File: src/rtl/wr_en_sync_fifo.sv
// Synchronous FIFO fed by the wr/en strobe pair, with a registered 1-cycle read port and sticky error flags.
// Optional WR_EN_EDGE_QUAL_EN: accept one push per contiguous wr&en-high interval instead of one per cycle.
module wr_en_sync_fifo #(
  parameter int DATA_W = 8,
  parameter int DEPTH = 4,
  localparam int CNT_W = $clog2(DEPTH + 1)
) (
  input  logic              clk,
  input  logic              rst,
  input  logic              wr,
  input  logic              en,
  input  logic [DATA_W-1:0] din,
  input  logic              rd,
  input  logic              clr_err,
  output logic [DATA_W-1:0] dout,
  output logic              dout_valid,
  output logic              full,
  output logic              empty,
  output logic [CNT_W-1:0]  count,
  output logic              overflow,
  output logic              underflow
);

  localparam int PTR_W = (DEPTH > 1) ? $clog2(DEPTH) : 1;

  logic [DATA_W-1:0] mem [DEPTH];
  logic [PTR_W-1:0]  wr_ptr;
  logic [PTR_W-1:0]  rd_ptr;
  logic              push_req;
  logic              pop_req;
  logic              push_acc;
  logic              pop_acc;

`ifdef WR_EN_EDGE_QUAL_EN
  logic wr_q;
  logic en_q;

  always_ff @(posedge clk or posedge rst) begin
    if (rst) begin
      wr_q <= 1'b0;
      en_q <= 1'b0;
    end else begin
      wr_q <= wr;
      en_q <= en;
    end
  end

  assign push_req = (wr & en) & ~(wr_q & en_q);
`else
  assign push_req = wr & en;
`endif

  assign pop_req  = rd;
  assign full     = (count == CNT_W'(DEPTH));
  assign empty    = (count == '0);
  assign pop_acc  = pop_req & ~empty;
  // A pop in the same cycle frees the slot, so a full FIFO can still take a push.
  assign push_acc = push_req & (~full | pop_acc);

  always_ff @(posedge clk) begin
    if (push_acc) mem[wr_ptr] <= din;
  end

  always_ff @(posedge clk or posedge rst) begin
    if (rst) begin
      wr_ptr     <= '0;
      rd_ptr     <= '0;
      count      <= '0;
      dout       <= '0;
      dout_valid <= 1'b0;
      overflow   <= 1'b0;
      underflow  <= 1'b0;
    end else begin
      dout_valid <= pop_acc;
      if (pop_acc) begin
        dout   <= mem[rd_ptr];
        rd_ptr <= rd_ptr + 1'b1;
      end
      if (push_acc) wr_ptr <= wr_ptr + 1'b1;

      case ({push_acc, pop_acc})
        2'b10:   count <= count + 1'b1;
        2'b01:   count <= count - 1'b1;
        default: count <= count;
      endcase

      if (clr_err)                   overflow <= 1'b0;
      else if (push_req & ~push_acc) overflow <= 1'b1;

      if (clr_err)                 underflow <= 1'b0;
      else if (pop_req & ~pop_acc) underflow <= 1'b1;
    end
  end

endmodule

File: config.mk
export PLATFORM = sky130hd
export DESIGN_NAME = wr_en_sync_fifo
export DESIGN_NICKNAME = d
export VERILOG_FILES = /design/src/rtl/wr_en_sync_fifo.sv
export SDC_FILE = /design/constraint.sdc
export NUM_CORES = 1
export LEC_CHECK = 0
export CAP_MARGIN = 25
export CORE_MARGIN = 2
export CORE_UTILIZATION = 48
export CTS_CLUSTER_DIAMETER = 100
export CTS_CLUSTER_SIZE = 14
export DETAILED_ROUTE_END_ITERATION = 6
export GPL_ROUTABILITY_DRIVEN = 0
export PLACE_DENSITY = 0.73
export SYNTH_ARGS = -nofsm -noshare
export SYNTH_HDL_FRONTEND = slang
export SYNTH_SLANG_ARGS = --single-unit
File: constraint.sdc
create_clock -name clk -period 3.3 [get_ports clk]
set_input_delay 0.66 -clock clk [delete_from_list [all_inputs] [get_ports clk]]
set_output_delay 0.66 -clock clk [all_outputs]
set_load 0.05 [all_outputs]
; Yosys cells after proc, flatten, opt, wreduce, memory -nomap -nowiden
; Memories as Yosys holds them, arrays and structs flattened. A register that Yosys moved wholly into a read port is not among the register bits.
; Cells that the tools add are included.
[totals]
register_bits = 10
ramBits = 32
output_inout_bits = 16
mem_count = 1
[memory_table]
columns = memory, depth, width, rd, rd_ports_with_merged_regs, write_ports, line_no
row1 = mem, 4, 8, 1, 1, 1, 26  ; logic [DATA_W-1:0] mem [DEPTH];
[op_classes]
add_sub_neg = 4
n_eq_ne = 3
muxes = 7
bitwise_logic = 10
reduce_logical = 4
[op_table]
columns = op, count
row1 = 2-to-1 mux 1 bit, 6
row2 = case mux 3 bit (2 select lines), 1
row3 = nonzero test 2 bit, 3
row4 = bitwise AND 1 bit, 5
row5 = adder 2 x 1 -> 2 bit (second input constant), 2
row6 = inverter 1 bit, 4
row7 = adder 3 x 1 -> 3 bit (second input constant), 1
row8 = equality test 3 bit (second input constant), 1
row9 = logical NOT 3 bit, 1
row10 = subtractor 3 x 1 -> 3 bit (second input constant), 1
row11 = equality test 2 x 1 -> 1 bit (second input constant), 1
row12 = equality test 2 bit (second input constant), 1
row13 = OR 1 bit, 1

; Longest topological paths before layout
[logic_depth]
ltp_word = 9
mapped_depth = 9
depth_no_buf = 9

; Worst setup path before layout
; OpenSTA, ideal clock, no wires.
[synth_path]
path_type = reg2out
startpoint = reg count[0]
endpoint = out empty
arrival_time_ns = 1.871
t_required_ns = 2.640
setup_slack_ns = 0.769
path_stages_with_launch = 2
cell_sequence = dfrtp_1 nor3_1
[synth_between]
elab_chain_len = 1
[synth_lines]
columns = item, line_no
row1 = from (decl), 19  ; output logic [CNT_W-1:0] count,
row2 = from (signal assigned), 82  ; 2'b10: count <= count + 1'b1;
row3 = from (signal assigned), 83  ; 2'b01: count <= count - 1'b1;
row4 = from (signal assigned), 84  ; default: count <= count;
row5 = logical NOT 3 bit, 55  ; assign empty = (count == '0);
row6 = to (decl), 18  ; output logic empty,
; Every way passes these cells.

; Worst setup path in the final report
; Same ends and word-level chain as after synthesis.

==> reports/results.ini <==
[die]
fp.dieArea_um2=4700
start_util_pct=50.0
core_area_um2=4000
die_w_um=68.5
die_h_um=68.5
ioPinCount=30
rows=23

[timing]
slew_headroom_pct=52.7
hold_viol=0
skew_ns=0.0108
setup_viol=0
min_period_over_period_pct=78.9
drv_slew=0
fmax_ghz=0.384
tightest_slew_ns=0.709
fin_crit_ns=2.61
tns_ns=0
fin_ws_ns=0.695
rsz0062_at_grt=no
whs_ns=0.475

[power_and_ir_drop]
power_leakage_uw=0.000934
powerDensity_nw_per_um2=902
ir_drop_mv=0.415

[worst_setup_path]
critPathKind=reg -> out
critPathMaxFanout=6
max_stage_delay_ns=0.85
crit_chain=nor3_1, clkdlybuf4s50_1
slowest_stage=clkdlybuf4s50_1
critPathRequiredTime_ns=2.64
crit_buf_inv=1
worst_path_dominant_cell_family=buffers and inverters
timing.critical_path.from_type=flip-flop
worstSetupEndpointType=output pin
cp.arrival_ns=1.95

[clock_tree]
clk_latency_ns=0.30
clockBufferDepth=2
postCtsHoldBufs=0
htreeDepth=2
cts_resized=0
clock-sinks=50
cts_buffers=5
path_clk_slew_ns=0.08
cts_tree=built
clockRootBuffer=clkbuf_8
cts_setup_buffers=0

[placed_design]
io_buffers=29
dp_hpwl_mm=2.44
dp_slack_ns=0.508
post_dp_cell_area_um2=2340

[synth]
synthCells=122
synth-seq-cells=50
yosysTopAreaCell=edfxtp_1
synth_flop_cell=edfxtp_1
ys_warn_count=0
async_flop_share_pct=36.0
synth.avg_cell_area_um2=16.4
synth_edf_count=32
yosysTopAreaCellShare_pct=48.1
ys_seq_area_share_pct=70.6
synth_nets=142
synth_area_um2=2000
synthDistinctLibCells=24
synth_area_leaders=edfxtp_1, dfrtp_1, mux4_2, nand2_1, ha_1

[drt]
routed_wl_mm=3.43
ant_nets=0
post-route-drc-count=0
first_pass_iters=4
viasPerCell=5.17
wl_per_cell_um=16.6
dr.first_iter.drc_count=66
vias=1070

[global_routing]
grt_pass1_wl_mm=5.89
antenna_found_initial=0
grt_usage_pct=18.2
grt_pass1_vias=1189
grt.overflow.total=0
grt_max_degree=19

[flow_run]
cap_violations=0

[hold_path]
hold_class=reg -> reg

[cells_and_area]
syn_to_final_growth_pct=21.6
final_area_um2=2430
fin_nets=176
antenna_cells=0
drive_gt1_share_pct=12.7

[outcome]
status=finished clean

cell type report:
type,instances,area [um^2]
Clock buffer,6,72.6
Clock inverter,2,15.0
Fill cell,292,1570
Inverter,8,32.5
Multi-Input combinational cell,62,547
Sequential cell,50,1410
Tap cell,50,62.6
Timing Repair Buffer,29,290
cells in the final DEF (no fill, tap or decap), drive strengths merged, types with 4 or more instances in the layout:
cell / netlist / final
clkbuf: 1 / 6
dfrtp: 18 / 18
and2: 4 / 4
xnor2: 4 / 4
inv: 8 / 8
clkdlybuf4s50: 0 / 29
nor2: 4 / 4
mux4: 8 / 8
edfxtp: 32 / 32
ha: 5 / 5
nand2: 26 / 26
through the flow:
| stage | power (uW) | util, % | std cells |
|---|---|---|---|
| after global routing | 2320 | 60.8 | 207 |
| after CTS | 2220 | 60.8 | 207 |
| after global placement | 1840 | 58.6 | 199 |
| after floorplan | 1580 | - | 122 |
| final | 2190 | 60.8 | 207 |
| after detailed placement | 1870 | 58.6 | 199 |
flip-flops by register name (all words and copies together), names as in the netlist:
name	count
count	3
dout	8
dout_valid	1
mem	32
overflow	1
rd_ptr	2
underflow	1
wr_ptr	2
synth_stat cells, types with 2 or more instances:
cell and count:
edfxtp_1 32, nand2_1 25, and2_1 4, xnor2_1 4
inv_1 7, xor2_1 2, mux4_2 8, nor2_1 3
dfrtp_1 18, ha_1 5
where the power goes:
part / internal (uW) / switching (uW)
clock network: 149 / 195
registers: 812 / 161
logic: 356 / 519
total: 1320 / 876
tightest hold or removal path, stage by stage (launching register included):
cell     delay, ns
dfrtp_1       0.35
nand2_1       0.05
nand2_1       0.05
layer usage:
metal  vias to the layer above  wire [um]  GRT usage, %
li1                        497          -             -
met1                       543       1460          22.4
met2                        23       1770          30.5
met3                         7        125          4.55
met4                         0         72          7.75
met5                         -          0             0
path summary, 6_finish.rpt:
kind	start	end	slack, ns	cells after the start
max	count[0]$_DFFE_PP0P_	empty	0.69	2
min	dout[5]$_DFFE_PP0P_	dout[5]$_DFFE_PP0P_	0.48	2
max reg2reg	count[0]$_DFFE_PP0P_	count[2]$_DFFE_PP0P_	1.11	8
min reg2reg	dout[5]$_DFFE_PP0P_	dout[5]$_DFFE_PP0P_	0.48	2
max in group asynchronous	rst	rd_ptr[0]$_DFFE_PP0P_	2.08	2
min in group asynchronous	rst	dout[4]$_DFFE_PP0P_	0.76	2
cells by family (layout without fill, tap and decap cells):
family | count (synthesis) | count (layout) | synth area share [%]
flops | 50 | 50 | 70.6
buf+inv | 10 | 45 | 2.07
fa+ha+maj | 6 | 6 | 4.13
compound gates | 3 | 3 | 1.63
simple gates | 37 | 37 | 8.89
mux | 10 | 10 | 10.1
xor+xnor | 6 | 6 | 2.63
Note: power is estimated with default switching activity, not from simulation.
